===== src/rtl/instr_decoder_if.sv =====
`default_nettype none
// ============================================================================
//  Module      : instr_decoder_if
//  Description : Handshake and decoded-field bundle between instruction fetch,
//                the instr_decoder stage and the register file / ALU.
//                master = environment side (drives the word in, accepts out)
//                slave  = decoder side
//  Revision    : 1.0 - initial release
// ============================================================================
interface instr_decoder_if #(
  parameter int CNT_W = 16
);
  // Upstream word handshake
  logic             in_valid;
  logic             in_ready;
  logic [31:0]      instr;
  // Downstream decoded handshake
  logic             out_valid;
  logic             out_ready;
  logic [3:0]       instr_type;
  logic [2:0]       funct3_;
  logic [6:0]       funct7_;
  logic [4:0]       rs1;
  logic [4:0]       rs2;
  logic [4:0]       rd;
  logic [31:0]      imm;
  logic             illegal;
  logic [CNT_W-1:0] illegal_count;

  modport master (
    output in_valid, instr, out_ready,
    input  in_ready, out_valid, instr_type, funct3_, funct7_,
           rs1, rs2, rd, imm, illegal, illegal_count
  );

  modport slave (
    input  in_valid, instr, out_ready,
    output in_ready, out_valid, instr_type, funct3_, funct7_,
           rs1, rs2, rd, imm, illegal, illegal_count
  );
endinterface
`default_nettype wire


===== src/rtl/instr_decoder.sv =====
`default_nettype none
// ============================================================================
//  Module      : instr_decoder
//  Description : Registered RV32I decode stage. Classifies each accepted word
//                into the ALU instr_type encoding, extracts register indices,
//                funct fields and the sign-extended immediate. Output side is
//                a 2-entry buffer (output register O + skid register S) so the
//                stage sustains one word per cycle with a registered in_ready.
//  Revision    : 1.0 - initial release
// ============================================================================
module instr_decoder #(
  parameter int CNT_W = 16
) (
  input  logic           clk,
  input  logic           rst,
  instr_decoder_if.slave bus
);

  // ALU instr_type encoding
  localparam logic [3:0] c_TYPE_R = 4'd0;
  localparam logic [3:0] c_TYPE_I = 4'd1;
  localparam logic [3:0] c_TYPE_S = 4'd2;
  localparam logic [3:0] c_TYPE_B = 4'd3;
  localparam logic [3:0] c_TYPE_U = 4'd4;
  localparam logic [3:0] c_TYPE_J = 4'd5;
  localparam logic [3:0] c_TYPE_N = 4'd7;

  // RV32I major opcodes
  localparam logic [6:0] c_OP_REG    = 7'b0110011;
  localparam logic [6:0] c_OP_IMM    = 7'b0010011;
  localparam logic [6:0] c_OP_LOAD   = 7'b0000011;
  localparam logic [6:0] c_OP_JALR   = 7'b1100111;
  localparam logic [6:0] c_OP_STORE  = 7'b0100011;
  localparam logic [6:0] c_OP_BRANCH = 7'b1100011;
  localparam logic [6:0] c_OP_LUI    = 7'b0110111;
  localparam logic [6:0] c_OP_AUIPC  = 7'b0010111;
  localparam logic [6:0] c_OP_JAL    = 7'b1101111;

  localparam logic [CNT_W-1:0] c_CNT_ONE = {{(CNT_W-1){1'b0}}, 1'b1};

  typedef struct packed {
    logic [3:0]  itype;
    logic [2:0]  f3;
    logic [6:0]  f7;
    logic [4:0]  rs1;
    logic [4:0]  rs2;
    logic [4:0]  rd;
    logic [31:0] imm;
    logic        illegal;
  } dec_t;

  // Pure decode of one word; fields not used by the format stay zero.
  function automatic dec_t decode(input logic [31:0] w);
    dec_t d;
    d = '0;
    d.itype   = c_TYPE_N;
    d.illegal = 1'b1;
    case (w[6:0])
      c_OP_REG: begin
        d.itype = c_TYPE_R; d.illegal = 1'b0;
        d.f3 = w[14:12]; d.f7 = w[31:25];
        d.rs1 = w[19:15]; d.rs2 = w[24:20]; d.rd = w[11:7];
      end
      c_OP_IMM, c_OP_LOAD, c_OP_JALR: begin
        d.itype = c_TYPE_I; d.illegal = 1'b0;
        d.f3 = w[14:12]; d.rs1 = w[19:15]; d.rd = w[11:7];
        d.imm = {{20{w[31]}}, w[31:20]};
        // Shift-immediates carry a funct7 (SRAI vs SRLI) in the upper bits
        if ((w[6:0] == c_OP_IMM) && ((w[14:12] == 3'b001) || (w[14:12] == 3'b101)))
          d.f7 = w[31:25];
      end
      c_OP_STORE: begin
        d.itype = c_TYPE_S; d.illegal = 1'b0;
        d.f3 = w[14:12]; d.rs1 = w[19:15]; d.rs2 = w[24:20];
        d.imm = {{20{w[31]}}, w[31:25], w[11:7]};
      end
      c_OP_BRANCH: begin
        d.itype = c_TYPE_B; d.illegal = 1'b0;
        d.f3 = w[14:12]; d.rs1 = w[19:15]; d.rs2 = w[24:20];
        d.imm = {{19{w[31]}}, w[31], w[7], w[30:25], w[11:8], 1'b0};
      end
      c_OP_LUI, c_OP_AUIPC: begin
        d.itype = c_TYPE_U; d.illegal = 1'b0;
        d.rd = w[11:7];
        d.imm = {w[31:12], 12'b0};
      end
      c_OP_JAL: begin
        d.itype = c_TYPE_J; d.illegal = 1'b0;
        d.rd = w[11:7];
        d.imm = {{11{w[31]}}, w[31], w[19:12], w[20], w[30:21], 1'b0};
      end
      default: ;
    endcase
    return d;
  endfunction

  dec_t             o_q, o_d;          // output register O
  dec_t             s_q, s_d;          // skid register S
  logic             o_valid_q, o_valid_d;
  logic             s_full_q, s_full_d;
  logic             in_ready_q;
  logic [CNT_W-1:0] cnt_q, cnt_d;

  dec_t w_dec;
  logic w_accept;
  logic w_drain;

  // Next-state for the O/S buffer pair and the illegal-word counter
  always_comb begin
    w_dec     = decode(bus.instr);
    w_accept  = bus.in_valid & in_ready_q;
    w_drain   = o_valid_q & bus.out_ready;
    o_d       = o_q;
    o_valid_d = o_valid_q;
    s_d       = s_q;
    s_full_d  = s_full_q;
    cnt_d     = cnt_q;

    if (w_drain) begin
      if (s_full_q) begin
        // Oldest buffered word moves up; a same-cycle accept refills S
        o_d      = s_q;
        s_d      = w_dec;
        s_full_d = w_accept;
      end else if (w_accept) begin
        o_d = w_dec;            // reload for full throughput
      end else begin
        o_valid_d = 1'b0;
      end
    end else if (w_accept) begin
      if (!o_valid_q) begin
        o_d       = w_dec;
        o_valid_d = 1'b1;
      end else begin
        s_d      = w_dec;
        s_full_d = 1'b1;
      end
    end

    if (w_accept && w_dec.illegal && (cnt_q != {CNT_W{1'b1}}))
      cnt_d = cnt_q + c_CNT_ONE;
  end

  // State registers; in_ready is registered from the next skid occupancy
  always_ff @(posedge clk) begin
    if (rst) begin
      o_q        <= '0;
      s_q        <= '0;
      o_valid_q  <= 1'b0;
      s_full_q   <= 1'b0;
      in_ready_q <= 1'b0;
      cnt_q      <= '0;
    end else begin
      o_q        <= o_d;
      s_q        <= s_d;
      o_valid_q  <= o_valid_d;
      s_full_q   <= s_full_d;
      in_ready_q <= !s_full_d;
      cnt_q      <= cnt_d;
    end
  end

  assign bus.in_ready      = in_ready_q;
  assign bus.out_valid     = o_valid_q;
  assign bus.instr_type    = o_q.itype;
  assign bus.funct3_       = o_q.f3;
  assign bus.funct7_       = o_q.f7;
  assign bus.rs1           = o_q.rs1;
  assign bus.rs2           = o_q.rs2;
  assign bus.rd            = o_q.rd;
  assign bus.imm           = o_q.imm;
  assign bus.illegal       = o_q.illegal;
  assign bus.illegal_count = cnt_q;

endmodule
`default_nettype wire


===== src/flat_wrapper.sv =====
// flat-port wrapper written by rule: the top's interface ports become plain ports
module instr_decoder_flat 
#(
  parameter int CNT_W = 16
)
  (clk, rst, bus_in_valid, bus_instr, bus_out_ready, bus_in_ready, bus_out_valid, bus_instr_type, bus_funct3_, bus_funct7_, bus_rs1, bus_rs2, bus_rd, bus_imm, bus_illegal, bus_illegal_count);
  instr_decoder_if #(.CNT_W(CNT_W)) bus_i ();
  input  logic clk;
  input  logic rst;
  input wire logic [$bits(bus_i.in_valid)-1:0] bus_in_valid;
  input wire logic [$bits(bus_i.instr)-1:0] bus_instr;
  input wire logic [$bits(bus_i.out_ready)-1:0] bus_out_ready;
  output wire logic [$bits(bus_i.in_ready)-1:0] bus_in_ready;
  output wire logic [$bits(bus_i.out_valid)-1:0] bus_out_valid;
  output wire logic [$bits(bus_i.instr_type)-1:0] bus_instr_type;
  output wire logic [$bits(bus_i.funct3_)-1:0] bus_funct3_;
  output wire logic [$bits(bus_i.funct7_)-1:0] bus_funct7_;
  output wire logic [$bits(bus_i.rs1)-1:0] bus_rs1;
  output wire logic [$bits(bus_i.rs2)-1:0] bus_rs2;
  output wire logic [$bits(bus_i.rd)-1:0] bus_rd;
  output wire logic [$bits(bus_i.imm)-1:0] bus_imm;
  output wire logic [$bits(bus_i.illegal)-1:0] bus_illegal;
  output wire logic [$bits(bus_i.illegal_count)-1:0] bus_illegal_count;
  assign bus_i.in_valid = bus_in_valid;
  assign bus_i.instr = bus_instr;
  assign bus_i.out_ready = bus_out_ready;
  assign bus_in_ready = bus_i.in_ready;
  assign bus_out_valid = bus_i.out_valid;
  assign bus_instr_type = bus_i.instr_type;
  assign bus_funct3_ = bus_i.funct3_;
  assign bus_funct7_ = bus_i.funct7_;
  assign bus_rs1 = bus_i.rs1;
  assign bus_rs2 = bus_i.rs2;
  assign bus_rd = bus_i.rd;
  assign bus_imm = bus_i.imm;
  assign bus_illegal = bus_i.illegal;
  assign bus_illegal_count = bus_i.illegal_count;
  instr_decoder #(.CNT_W(CNT_W)) u_core (.clk(clk), .rst(rst), .bus(bus_i));
endmodule

===== config.mk =====
export PLATFORM = sky130hd
export DESIGN_NAME = instr_decoder_flat
export DESIGN_NICKNAME = d
export VERILOG_FILES = /design/src/rtl/instr_decoder_if.sv /design/src/rtl/instr_decoder.sv /design/src/flat_wrapper.sv
export SDC_FILE = /design/constraint.sdc
export NUM_CORES = 1
export LEC_CHECK = 0
export BUFFER_PORTS_ARGS = -buffer_cell sky130_fd_sc_hd__buf_4
export CAP_MARGIN = 20
export CORE_MARGIN = 2
export CORE_UTILIZATION = 55
export DETAILED_ROUTE_END_ITERATION = 10
export PLACE_DENSITY = 0.88
export SKIP_CTS_REPAIR_TIMING = 1
export SYNTH_ARGS = -nofsm -noshare
export SYNTH_HDL_FRONTEND = slang
export SYNTH_SLANG_ARGS = --single-unit

===== constraint.sdc =====
create_clock -name clk -period 2.2 [get_ports clk]
set_clock_uncertainty 0.05 [all_clocks]
set_input_delay 0.33 -clock clk [delete_from_list [all_inputs] [get_ports clk]]
set_output_delay 0.33 -clock clk [all_outputs]
set_load 0.02 [all_outputs]

# Yosys cells after proc, flatten, opt, wreduce, memory -nomap -nowiden
# Index checks and enable logic that the tools add are counted.
[word_totals] register_bits=143 in_bits=36 elab_cells=82 out_inout_bits=80
[classes] eq_ne=16 addsub=1 n_reduce_logical=17 bitwise=2 n_mux=26
[op_table] operator="two-way mux 62 bit" count=9
[op_table] operator="one-hot mux 32 bit (5 select lines)" count=1
[op_table] operator="== test 7 x 6 -> 1 bit, second input constant" count=3
[op_table] operator="== test 7 bit, second input constant" count=3
[op_table] operator="one-hot mux 3 bit (6 select lines)" count=1
[op_table] operator="adder 16 x 1 -> 16 bit, second input constant" count=1
[op_table] operator="inequality test 16 bit, second input constant" count=1
[op_table] operator="two-way mux 5 bit" count=3
[op_table] operator="== test 7 x 5 -> 1 bit, second input constant" count=2
[op_table] operator="one-hot mux 7 bit (2 select lines)" count=1
[op_table] operator="two-way mux 1 bit" count=9
[op_table] operator="AND reduction 3 bit" count=3
[op_table] operator="OR reduction 9 bit" count=1
[op_table] operator="== test 7 x 2 -> 1 bit, second input constant" count=1
[op_table] operator="two-way mux 7 bit" count=1
[op_table] operator="OR reduction 7 bit" count=1
[op_table] operator="inequality test 2 bit, second input constant" count=3
[op_table] operator="nonzero test 2 bit" count=3
[op_table] operator="OR reduction 3 bit" count=2
[op_table] operator="OR reduction 6 bit" count=1
[op_table] operator="== test 3 x 1 -> 1 bit, second input constant" count=1
[op_table] operator="== test 3 bit, second input constant" count=1
[op_table] operator="logical AND 1 bit" count=3
[op_table] operator="two-way mux 3 bit" count=1
[op_table] operator="5 further kinds" count=6

# Longest topological paths before layout
[logic_depth] ltp_word=8 ltp_mapped=7 ltp_nobuf=6

# Worst setup path after synthesis
# Ideal clock, no wire load.
[synth_timing] path_kind="register to register" start="register u_core.cnt_q[3] (netlist: u_core.bus.illegal_count[3])" end="register u_core.cnt_q[1] (netlist: u_core.bus.illegal_count[1])" setup_slack_ns=0.290 n_path_buf=1 t_required_ns=2.022 setup_time_ns=0.128 t_arrival_ns=1.733 stages_incl_launch_ff=7 cell_sequence="dfxtp_1 > nand3_2 > or4_1 > nand3_2 > buf_6 > mux2i_1 > nor2_1"
[synth_via] elab_chain_len=2
[synth_lines] element="start: declaration" line_no="instr_decoder.sv:102" source="logic [CNT_W-1:0] cnt_q, cnt_d;"
[synth_lines] element="start signal: assignment" line_no="instr_decoder.sv:159" source="cnt_q <= cnt_d;"
[synth_lines] element="inequality test 16 bit" line_no="instr_decoder.sv:140" source="if (w_accept && w_dec.illegal && (cnt_q != {CNT_W{1'b1}}))"
[synth_lines] element="logical AND 1 bit" line_no="instr_decoder.sv:140"
# No other way between the ends.
# A chain may end at the register's enable or synchronous reset.

# Worst setup path in the final report
[layout_timing] start="register u_core.cnt_q[3] (netlist: u_core.bus.illegal_count[3])" end="register u_core.cnt_q[10] (netlist: u_core.bus.illegal_count[10])"
[layout_via] elab_chain_len=2
[layout_lines] element="parallel branches: the longest is 2 deep, another holds adder 16 x 1 -> 16 bit"
# Several ways; the timed one is not identified.

==> flow_metrics.py <==
metrics = {
    "outcome": {
        "status": "complete, no violations",
    },
    "placed_design": {
        "port_buffers": 114,
        "place_congestion": 0.887,
        "dpl_worst_slack_ns": 0.0899,
        "hpwl_um": 11900,
    },
    "layout": {
        "fin_nets": 850,
        "n_antenna_cell": 0,
        "multi_input_area_um2": 2950,
        "syn_to_final_growth_pct": 26.1,
        "seq_area_um2": 2820,
        "drive_gt1_share_pct": 23.2,
        "fill_cells": 784,
    },
    "flow_run": {
        "drv_cap": 0,
    },
    "timing": {
        "hold_viol_final": 0,
        "min_period_over_period_pct": 95.3,
        "hold_ws_ns": 0.0463,
        "period_minus_slack_ns": 2.10,
        "worst_pin_slew_ns": 1.02,
        "rsz0062_at_grt": "false",
        "slew_violations": 0,
        "slew_headroom_pct": 32.0,
        "fmax_mhz": 477,
        "setup_violations": 0,
        "fin_tns_setup_ns": 0,
        "fin_ws_ns": 0.103,
    },
    "clock_network": {
        "htree_levels": 4,
        "cts_tree": "built",
        "clockBufferDepth": 2,
        "clock_latency_ns": 0.52,
        "clk_pin_slew_worst_paths_ns": 0.06,
        "root_buffer": "clkbuf_8",
        "clock_sinks": 141,
        "cts_buffers": 17,
    },
    "power_and_ir_drop": {
        "fin_total_pwr_w": 0.00599,
        "ir_worst_vdd_v": 0.000504,
        "p_leak_nw": 2.87,
        "power_density_nw_per_um2": 790,
    },
    "global_routing": {
        "grt_pass1_vias": 5431,
        "grtUsageMet1_pct": 38.1,
        "grt-ovfl-total": 0,
        "top_usage_layer": "met2",
        "grt_use_met3_pct": 6.51,
        "grt_max_degree": 43,
        "grt_pass1_wl_um": 27200,
        "grt_antenna_before_repair": 0,
        "grt.met2_usage_pct": 47.1,
        "grt_usage_pct": 30.0,
    },
    "setup_path": {
        "required_ns": 2.55,
        "r2r-start": "u_core.bus.illegal_count[3]",
        "cp_max_fo": 17,
        "crit_start": "u_core.bus.illegal_count[3]",
        "path_class": "reg -> reg",
        "critPathCaptureType": "flop",
        "critical_path.startpoint_type": "flop",
        "crit_arrival_ns": 2.45,
    },
    "logic_synthesis": {
        "yosysMostFrequentCell": "dfxtp_1",
        "synthTopCellsByCount": "141 x dfxtp_1, 92 x nor2_1, 79 x nand2_1",
        "synth_top_area_share_pct": 47.0,
        "async_reset_ff_share_pct": 0,
        "syn_area_per_cell_um2": 8.44,
        "synth_area_leader_cell": "dfxtp_1",
        "syn-cell-area_um2": 6010,
        "yosysUniqueCellTypes": 68,
        "yosysWarnings": 0,
        "ys_ff_latch": 141,
        "synth_enable_flop_cells": 0,
        "synth_area_leaders": "dfxtp_1 47%, a21oi_1 6.0%, nor2_1 5.7%",
        "ys_seq_area_share_pct": 47.0,
        "syn_nets": 749,
        "synth_ff_type": "dfxtp_1",
        "syn_inst": 712,
    },
    "route": {
        "routed_wl_um": 17700,
        "via_per_inst": 6.30,
        "vias": 6075,
        "drc": 0,
        "firstDrtPassIters": 5,
        "drtIter0Drc": 702,
        "antenna_left": 0,
        "wl_per_cell_um": 18.4,
    },
    "floorplanning": {
        "rows": 38,
        "pin_count": 116,
        "initial_core_util_pct": 56.0,
        "die_y_um": 109,
        "die_w_um": 109,
        "die-area_um2": 11800,
        "core-area_um2": 10700,
    },
    "worst_hold_path": {
        "min_path_type": "in -> reg",
        "holdCritStartpoint": "bus_instr[23]",
    },
}
registers in the layout (all words and copies together) (netlist names):
register and count:
u_core.s_full_q 1, u_core.bus.funct7_ 7, u_core.bus.illegal 1, u_core.bus.funct3_ 3, u_core.bus.rd 5, u_core.bus.illegal_count 16, u_core.s_q 61, u_core.bus.imm 32
u_core.bus.rs1 5, u_core.bus.in_ready 1, u_core.bus.rs2 5, u_core.bus.instr_type 3, u_core.bus.out_valid 1
final cells by class:
class / count / share of cell area (%)
tap: 140 / 2.31
sequential: 141 / 37.2
clock inverter: 11 / 1.57
timing repair buffer: 136 / 13.8
multi-input combinational: 511 / 38.9
inverter: 6 / 0.297
clock buffer: 20 / 5.88
stage by stage:
stage | instances | utilization [%] | instance area, µm²
6_report | 965 | 70.5 | 7580
2_1_floorplan | 712 | - | 6010
4_1_cts | 965 | 70.5 | 7570
3_5_place_dp | 934 | 65.2 | 7010
5_1_grt | 965 | 70.5 | 7580
3_3_place_gp | 934 | 65.2 | 7010
critical path, stage by stage, from the launching register on:
cell     delay (ns)
dfxtp_1        0.43
nand3_2        0.20
or4_1          0.65
nand3_4        0.23
nor4_1         0.10
mux2_1         0.33
metal layers:
metal,share of wire [%],routed length [µm]
met4,5.1,898
met1,39,6950
met5,0,0
met2,47,8290
met3,9.0,1590
cells in the final DEF, fill, tap and decap left out, drive strengths merged, types with 2 or more instances in the layout:
cell	instances
a21oi	73
nand2	81
a221oi	32
nor2	96
nor2b	3
nand4	6
o21ai	62
or3	6
o221ai	8
buf	136
dfxtp	141
a2bb2oi	2
clkinv	9
nand3	23
nor3	10
o211ai	4
bufinv	2
o21a	2
nor4	3
or4	7
xor2	2
mux2	2
and3	4
a211oi	30
a22oi	11
a22o	5
and2	4
o31ai	4
o22ai	2
inv	5
or2	3
a31oi	4
nand2b	3
clkbuf	20
cells by family (layout without fill, tap and decap cells):
family                   Yosys count  count (layout)  synth area share (%)
buffers and inverters             60             173                  4.29
AND/OR/NAND/NOR                  255             255                  20.2
AO/OA/AOI/OAI                    249             249                  27.5
other                              1               1                0.0624
XOR/XNOR                           2               2                 0.291
multiplexers                       3               3                 0.541
adder cells (fa/ha/maj)            1               1                 0.208
flip-flops                       141             141                  47.0
report_power, final:
part	internal (W)	leakage [nW]	switching, W	total [W]
sequential	0.00262	1.14	0.0000456	0.00267
combinational	0.000217	1.45	0.000364	0.000581
clock	0.00166	0.280	0.00108	0.00274
path summary, 6_finish.rpt:
kind                                       end  slack [ns]  depth (start not counted)
hold / removal                  u_core.s_q[24]        0.05                          3
setup reg to reg  u_core.bus.illegal_count[10]        0.10                          5
setup / recovery  u_core.bus.illegal_count[10]        0.10                          5
hold reg to reg             u_core.bus.imm[25]        0.40                          2
No activity file was read; power rests on OpenSTA's default activity.
